`config.mk`:
```
export PLATFORM = sky130hd
export DESIGN_NAME = sim_completion_ctrl_flat
export DESIGN_NICKNAME = d
export VERILOG_FILES = /design/src/rtl/sim_completion_ctrl_if.sv /design/src/rtl/sim_completion_ctrl.sv /design/src/flat_wrapper.sv
export SDC_FILE = /design/constraint.sdc
export NUM_CORES = 1
export LEC_CHECK = 0
export BUFFER_PORTS_ARGS = -buffer_cell sky130_fd_sc_hd__buf_2
export CAP_MARGIN = 20
export CORE_ASPECT_RATIO = 0.8
export CORE_MARGIN = 5
export CORE_UTILIZATION = 35
export DETAILED_ROUTE_END_ITERATION = 10
export GPL_TIMING_DRIVEN = 0
export SYNTH_ARGS = -nofsm -noshare
export SYNTH_HDL_FRONTEND = slang
export SYNTH_SLANG_ARGS = --single-unit
```
`constraint.sdc`:
```
create_clock -name clk_i -period 2.1 [get_ports clk_i]
set_input_delay 0.315 -clock clk_i [delete_from_list [all_inputs] [get_ports clk_i]]
set_output_delay 0.315 -clock clk_i [all_outputs]
set_load 0.05 [all_outputs]
```
`src/rtl/sim_completion_ctrl_if.sv`:
```
// Bundles the masked GPIO sample and the completion status flags of sim_completion_ctrl.
// master = Verilator top level side, slave = the controller.
interface sim_completion_ctrl_if;
    logic [31:0] gpio_i;
    logic        busy_o;
    logic        pass_o;
    logic        fail_o;
    logic        timeout_o;
    logic        finish_req_o;
    logic        done_o;
    logic [31:0] verdict_cycle_o;

    modport master (
        output gpio_i,
        input  busy_o, pass_o, fail_o, timeout_o, finish_req_o, done_o, verdict_cycle_o
    );

    modport slave (
        input  gpio_i,
        output busy_o, pass_o, fail_o, timeout_o, finish_req_o, done_o, verdict_cycle_o
    );
endinterface

```
`src/rtl/sim_completion_ctrl.sv`:
```
// End-of-test controller: qualifies software pass/fail GPIO signatures, applies an
// inactivity watchdog, then drains a fixed number of cycles before one finish request.
module sim_completion_ctrl #(
    parameter logic [31:0] PassMagic     = 32'hDEADBEEF,
    parameter logic [31:0] FailMagic     = 32'hBAADF00D,
    parameter int unsigned StableCycles  = 4,
    parameter int unsigned DrainCycles   = 7,
    parameter int unsigned TimeoutCycles = 0
) (
    input  logic                 clk_i,
    input  logic                 rst_i,
    sim_completion_ctrl_if.slave ctrl
);

    localparam int unsigned StabW  = $clog2(StableCycles + 1);
    localparam int unsigned DrainW = $clog2(DrainCycles + 1);
    localparam logic [StabW-1:0]  StableTarget = StabW'(StableCycles);
    localparam logic [DrainW-1:0] DrainTarget  = DrainW'(DrainCycles);

    typedef enum logic [1:0] {
        ST_RUN,
        ST_QUALIFY,
        ST_DRAIN,
        ST_DONE
    } state_e;

    typedef enum logic {
        CAND_PASS,
        CAND_FAIL
    } cand_e;

    state_e             state_q, state_d;
    cand_e              cand_q, cand_d;
    logic [StabW-1:0]   stab_q, stab_d;
    logic [DrainW-1:0]  drain_q, drain_d;
    logic [31:0]        idle_q, idle_d;
    logic [31:0]        cycle_q, cycle_d;
    logic [31:0]        prev_q;
    logic [31:0]        verdict_cycle_q, verdict_cycle_d;
    logic               pass_q, pass_d;
    logic               fail_q, fail_d;
    logic               timeout_q, timeout_d;
    logic               finish_q, finish_d;

    logic               is_pass;
    logic               is_fail;
    logic               cand_match;
    logic               other_match;
    logic               magic_verdict;
    logic               verdict_is_fail;
    logic               timeout_hit;

    assign is_pass     = (ctrl.gpio_i == PassMagic);
    assign is_fail     = (ctrl.gpio_i == FailMagic);
    assign cand_match  = (cand_q == CAND_PASS) ? is_pass : is_fail;
    assign other_match = (cand_q == CAND_PASS) ? is_fail : is_pass;

    always_comb begin
        state_d         = state_q;
        cand_d          = cand_q;
        stab_d          = stab_q;
        drain_d         = drain_q;
        idle_d          = idle_q;
        cycle_d         = (cycle_q == 32'hFFFF_FFFF) ? cycle_q : cycle_q + 32'd1;
        verdict_cycle_d = verdict_cycle_q;
        pass_d          = pass_q;
        fail_d          = fail_q;
        timeout_d       = timeout_q;
        finish_d        = 1'b0;
        magic_verdict   = 1'b0;
        verdict_is_fail = 1'b0;
        timeout_hit     = 1'b0;

        unique case (state_q)
            ST_RUN, ST_QUALIFY: begin
                if (ctrl.gpio_i != prev_q) begin
                    idle_d = 32'd0;
                end else if (idle_q != 32'hFFFF_FFFF) begin
                    idle_d = idle_q + 32'd1;
                end
                timeout_hit = (TimeoutCycles != 0) && (idle_d == TimeoutCycles);

                if (state_q == ST_RUN) begin
                    if (is_pass || is_fail) begin
                        cand_d = is_fail ? CAND_FAIL : CAND_PASS;
                        stab_d = StabW'(1);
                        if (StableCycles == 1) begin
                            magic_verdict   = 1'b1;
                            verdict_is_fail = is_fail;
                        end else begin
                            state_d = ST_QUALIFY;
                        end
                    end
                end else if (cand_match) begin
                    stab_d = stab_q + 1'b1;
                    if (stab_d == StableTarget) begin
                        magic_verdict   = 1'b1;
                        verdict_is_fail = (cand_q == CAND_FAIL);
                    end
                end else if (other_match) begin
                    // The other signature restarts qualification rather than deciding anything
                    cand_d = (cand_q == CAND_PASS) ? CAND_FAIL : CAND_PASS;
                    stab_d = StabW'(1);
                end else begin
                    state_d = ST_RUN;
                    stab_d  = '0;
                end

                if (magic_verdict || timeout_hit) begin
                    pass_d          = magic_verdict && !verdict_is_fail;
                    fail_d          = magic_verdict && verdict_is_fail;
                    timeout_d       = !magic_verdict;
                    verdict_cycle_d = cycle_q;
                    drain_d         = '0;
                    state_d         = ST_DRAIN;
                end
            end

            ST_DRAIN: begin
                drain_d = drain_q + 1'b1;
                if (drain_d == DrainTarget) begin
                    finish_d = 1'b1;
                    state_d  = ST_DONE;
                end
            end

            default: begin
            end
        endcase
    end

    always_ff @(posedge clk_i) begin
        if (rst_i) begin
            state_q         <= ST_RUN;
            cand_q          <= CAND_PASS;
            stab_q          <= '0;
            drain_q         <= '0;
            idle_q          <= 32'd0;
            cycle_q         <= 32'd0;
            prev_q          <= 32'd0;
            verdict_cycle_q <= 32'd0;
            pass_q          <= 1'b0;
            fail_q          <= 1'b0;
            timeout_q       <= 1'b0;
            finish_q        <= 1'b0;
        end else begin
            state_q         <= state_d;
            cand_q          <= cand_d;
            stab_q          <= stab_d;
            drain_q         <= drain_d;
            idle_q          <= idle_d;
            cycle_q         <= cycle_d;
            prev_q          <= ctrl.gpio_i;
            verdict_cycle_q <= verdict_cycle_d;
            pass_q          <= pass_d;
            fail_q          <= fail_d;
            timeout_q       <= timeout_d;
            finish_q        <= finish_d;
        end
    end

    assign ctrl.busy_o          = (state_q == ST_RUN) || (state_q == ST_QUALIFY);
    assign ctrl.done_o          = (state_q == ST_DONE);
    assign ctrl.pass_o          = pass_q;
    assign ctrl.fail_o          = fail_q;
    assign ctrl.timeout_o       = timeout_q;
    assign ctrl.finish_req_o    = finish_q;
    assign ctrl.verdict_cycle_o = verdict_cycle_q;

endmodule

```
`src/flat_wrapper.sv`:
```
// flat-port wrapper written by rule: the top's interface ports become plain ports
module sim_completion_ctrl_flat 
#(
    parameter logic [31:0] PassMagic     = 32'hDEADBEEF,
    parameter logic [31:0] FailMagic     = 32'hBAADF00D,
    parameter int unsigned StableCycles  = 4,
    parameter int unsigned DrainCycles   = 7,
    parameter int unsigned TimeoutCycles = 0
)
  (clk_i, rst_i, ctrl_gpio_i, ctrl_busy_o, ctrl_pass_o, ctrl_fail_o, ctrl_timeout_o, ctrl_finish_req_o, ctrl_done_o, ctrl_verdict_cycle_o);
  sim_completion_ctrl_if ctrl_i ();
  input  logic clk_i;
  input  logic rst_i;
  input wire logic [$bits(ctrl_i.gpio_i)-1:0] ctrl_gpio_i;
  output wire logic [$bits(ctrl_i.busy_o)-1:0] ctrl_busy_o;
  output wire logic [$bits(ctrl_i.pass_o)-1:0] ctrl_pass_o;
  output wire logic [$bits(ctrl_i.fail_o)-1:0] ctrl_fail_o;
  output wire logic [$bits(ctrl_i.timeout_o)-1:0] ctrl_timeout_o;
  output wire logic [$bits(ctrl_i.finish_req_o)-1:0] ctrl_finish_req_o;
  output wire logic [$bits(ctrl_i.done_o)-1:0] ctrl_done_o;
  output wire logic [$bits(ctrl_i.verdict_cycle_o)-1:0] ctrl_verdict_cycle_o;
  assign ctrl_i.gpio_i = ctrl_gpio_i;
  assign ctrl_busy_o = ctrl_i.busy_o;
  assign ctrl_pass_o = ctrl_i.pass_o;
  assign ctrl_fail_o = ctrl_i.fail_o;
  assign ctrl_timeout_o = ctrl_i.timeout_o;
  assign ctrl_finish_req_o = ctrl_i.finish_req_o;
  assign ctrl_done_o = ctrl_i.done_o;
  assign ctrl_verdict_cycle_o = ctrl_i.verdict_cycle_o;
  sim_completion_ctrl #(.PassMagic(PassMagic), .FailMagic(FailMagic), .StableCycles(StableCycles), .DrainCycles(DrainCycles), .TimeoutCycles(TimeoutCycles)) u_core (.clk_i(clk_i), .rst_i(rst_i), .ctrl(ctrl_i));
endmodule
```
* Word-level counts from Yosys, hierarchy flattened *
Index checks and enable logic that the tools add are counted.
Widths: inputs -> output; s select.

word-level totals
  flip-flop bits (word level) = 77
  word-level logic and storage cells = 75

operators by class
  equal/unequal tests = 15
  bitwise gates (word level) = 1
  reductions and logical operators = 16
  multiplexer cells = 30
  $add $sub $neg = 3

operators with widths
  operator               count
  $eq 32x32->1 const B   3
  $add 32x1->32 const B  1
  $mux 1                 18
  $mux 2                 6
  $mux 3                 4
  $ne 4x4->1 const B     3
  $add 3x1->3 const B    2
  $eq 3x3->1 const B     2
  $pmux 3 s2             1
  $reduce_and 2->1       3
  $reduce_and 5->1       1
  $eq 2x2->1 const B     2
  $ne 2x1->1 const B     2
  $ne 2x2->1 const B     2
  $pmux 2 s2             1
  $reduce_and 4->1       1
  $reduce_bool 2->1      2
  $reduce_or 2->1        2
  $eq 2x1->1 const B     1
  $logic_and 1x1->1      2
  $logic_not 1->1        2
  $logic_not 2->1        1
  $logic_or 1x1->1       2
  $not 1->1              1

* Logic depth before layout (Yosys ltp) *
  word-level depth = 8
  gate-level depth with buffers = 8
  depth with buffers taken out = 6

* Least setup slack after synthesis *
Ideal clock, no wire load.

  path kind = reg-to-reg
  start point = register u_core.cycle_q[0]
  end point = register u_core.cycle_q[20]
  data arrival time = 2.099 ns
  path slack = -0.070 ns
  stages on the path, launching flop included = 8
  required time = 2.029 ns
  path through = dfxtp_1 > ha_1 > nand2_1 > or3_1 > buf_6 > or4_4 > or4_1 > a21oi_1

on the way
  longest elaborated chain between the ends = 1
  elaborated cells on any way between the ends = 2
  classes of those cells = 1 x add/sub; 1 x eq/ne

RTL lines
  element                                        line                        text
  from (decl)                                    sim_completion_ctrl.sv:37   logic [31:0] cycle_q, cycle_d;
  from (signal assigned)                         sim_completion_ctrl.sv:152  cycle_q <= cycle_d;
  $add 32x1->32 or $eq 32x32->1 (tied branches)  sim_completion_ctrl.sv:64   cycle_d = (cycle_q == 32'hFFFF_FFFF) ? cycle_q : cycle_q + 32'd1;

Several ways; a longest one is shown, not always the timed one.
A chain may end at the register's enable or synchronous reset.

* Worst setup path after layout *
  start point = register u_core.cycle_q[0]
  end point = register u_core.cycle_q[11]

Same word-level chain as after synthesis.

==> impl_metrics.tcl <==
set metrics [dict create \
    arrival_ns 2.36 \
    post-synth-top-area-cell "dfxtp_1" \
    leakage_nw 1.95 \
    period_needed_ns 2.14 \
    synth_edf_count 0 \
    yosysTopAreaCellShare_pct 44.3 \
    diodes 0 \
    io_pins 72 \
    critPathRequiredTime_ns 2.32 \
    hold_class "in2reg" \
    grt_usage_pct 14.5 \
    io_buffer_count 71 \
    vias 3166 \
    synth_cell_types 51 \
    regArea_um2 1560 \
    num-fill-cells 971 \
    endpoint_kind "flop" \
    start_util_pct 35.9 \
    grt_overflow 0 \
    drv_cap 0 \
    clkSinkCount 77 \
    cts_tree "built" \
    tightest_slew_ns 0.573 \
    clockBufferDepth 2 \
    clk-insertion-delay-late_ns 0.34 \
    status "finished, violations left" \
    rows 32 \
    rsz0062_at_grt "yes" \
    drcViolationCount 0 \
    dieHeight_um 99.2 \
    drt_wl_total_mm 8.74 \
    cts_made_buffers 9 \
    dr.pass1.iters 4 \
    final_net_count 519 \
    dp_cells 594 \
    slew_viol_final 0 \
    dieArea_um2 12100 \
    layout.cells.non_filler 621 \
    synthCells 387 \
    path_max_fanout 7 \
    crit_path_start_kind "flop" \
    final-hold-violation-count 0 \
    ys_seq_area_share_pct 44.3 \
    grt_pass1_wl_mm 13.9 \
    fmax_mhz 466 \
    async_flop_share_pct 0 \
    place_congestion 0.807 \
    vias_per_cell 5.10 \
    die_x_um 121 \
    syn2layout_area_growth_pct 29.5 \
    fin_total_pwr_mw 2.99 \
    period_share_pct 102 \
    core_um2 9690 \
    p_per_area_nw_per_um2 663 \
    slew_headroom_pct 61.4 \
    synthFlopType "dfxtp_1" \
    synth_seq_cells 77 \
    synth_nets 426 \
    violations "negative setup slack" \
    final_core_util_pct 46.5 \
    grt_max_degree 14 \
    setup_slack_ns -0.0436 \
    drtIter0Drc 179 \
    htree_levels 3 \
    synth_area_leaders "dfxtp_1 44%, mux2i_1 10%, nor2_1 5.1%" \
    cts-root-buf "clkbuf_16" \
    ir_worst_vdd_mv 0.453 \
    wire_per_inst_um 14.1 \
    yosysMostFrequentCell "dfxtp_1" \
    synth_warnings 0 \
    postRouteAntennaNets 0 \
    dp_hpwl_mm 6.28 \
    setup_viol 4 \
    crit_type "reg2reg" \
    drive_gt1_share_pct 29.3 \
    skew_ns 0.00959 \
    multi_input_area_um2 1900 \
    synth.cell_area_um2 3480 \
    grt_pass1_vias 2852 \
    cts.clk_slew.worst_paths_ns 0.06 \
    syn_area_per_cell_um2 8.99 \
    netlist_top_cells_count "77 x dfxtp_1, 47 x nor2_1, 35 x mux2i_1" \
    grt_antenna_before_repair 0 \
]
==> state kept, by name, indices dropped and copies added (netlist names) <==
name	count
u_core.ctrl.fail_o	1
u_core.ctrl.finish_req_o	1
u_core.drain_q	3
u_core.ctrl.pass_o	1
u_core.state_q	2
u_core.ctrl.verdict_cycle_o	32
u_core.ctrl.timeout_o	1
u_core.cycle_q	32
u_core.stab_q	3
u_core.cand_q	1
==> final timing paths <==
kind / endpoint / cells past startpoint / startpoint / slack [ns]
setup reg to reg: u_core.cycle_q[11] / 8 / u_core.cycle_q[0] / -0.04
hold / removal: u_core.cycle_q[11] / 3 / rst_i / 0.42
setup / recovery: u_core.cycle_q[11] / 8 / u_core.cycle_q[0] / -0.04
hold reg to reg: u_core.stab_q[1] / 2 / u_core.stab_q[1] / 0.48
==> per-layer routing <==
layer  GRT usage [%]  share of wire [%]  up-vias  wire length (um)
li1                -                  -     1622                 -
met1            18.6                 48     1481              4180
met2            22.8                 47       59              4080
met3            5.40                5.0        4               440
met4            4.13               0.51        0                45
met5               0                  0        -                 0
==> placed cells by master, fill, tap and decap left out, types with 3 or more instances in the layout <==
| cell type | instances |
|---|---|
| nand2b_1 | 4 |
| dfxtp_4 | 4 |
| nand4b_1 | 4 |
| nand2_1 | 14 |
| o21ai_0 | 17 |
| inv_1 | 12 |
| a31oi_1 | 3 |
| o31ai_1 | 5 |
| nand3b_1 | 3 |
| buf_2 | 73 |
| or4_1 | 5 |
| clkbuf_1 | 9 |
| or3_1 | 21 |
| buf_4 | 12 |
| nand3_1 | 12 |
| nor3_1 | 6 |
| ha_1 | 4 |
| buf_6 | 6 |
| nor4_1 | 5 |
| dfxtp_1 | 67 |
| a21oi_1 | 29 |
| dfxtp_2 | 6 |
| clkbuf_16 | 9 |
| mux2i_1 | 35 |
| a211oi_1 | 4 |
| nand4_1 | 11 |
| and3_1 | 5 |
| nor2_1 | 47 |
| o21ai_1 | 3 |
==> per-stage QoR <==
stage | instance area (um2) | setup TNS (ns) | hold WS (ns) | setup slack, ns
after floorplan | 3500 | 0 | 0.452 | 0.00663
after global placement | 4030 | -13.55 | 0.463 | -0.430
after detailed placement | 4030 | -14.89 | 0.472 | -0.568
after CTS | 4430 | -0.105 | 0.411 | -0.0331
after global routing | 4510 | -0.715 | 0.438 | -0.111
final | 4510 | -0.117 | 0.419 | -0.0436
==> power breakdown <==
part	switching, mW	leakage [nW]	internal, mW
sequential	0.00607	0.626	1.46
combinational	0.0538	1.19	0.0448
clock	0.589	0.129	0.828
total	0.649	1.95	2.34
==> cell type report <==
type,count,share of cell area (%)
Clock inverter,4,0.555
Inverter,12,0.999
Buffer,17,2.69
Clock buffer,12,5.47
Timing Repair Buffer,82,9.72
Tap cell,136,3.78
Multi-Input combinational cell,281,42.1
Sequential cell,77,34.7
==> what timing repair did <==
item	CTS	global route
hold buffers	0	0
setup buffers	9	3
setup endpoints to repair	57	46
gates resized for setup	20	23
pin swaps	5	3
==> cells by family (layout without fill, tap and decap cells) <==
group	count (synthesis)	in the layout	synth area share, %
flops	77	77	44.3
simple gates	163	163	26.3
buf+inv	29	127	3.92
compound gates	73	73	12.2
fa+ha+maj	5	5	1.80
mux	38	38	11.0
xor+xnor	2	2	0.503
==> critical path, stage by stage (launching register included) <==
cell and delay [ns]:
dfxtp_4 0.36, ha_4 0.14, nand2_2 0.06, or3_1 0.32, buf_6 0.14, buf_4 0.14, nor4_4 0.37, nand4b_1 0.18
mux2_4 0.30
Power figures use the tool's default switching activity.
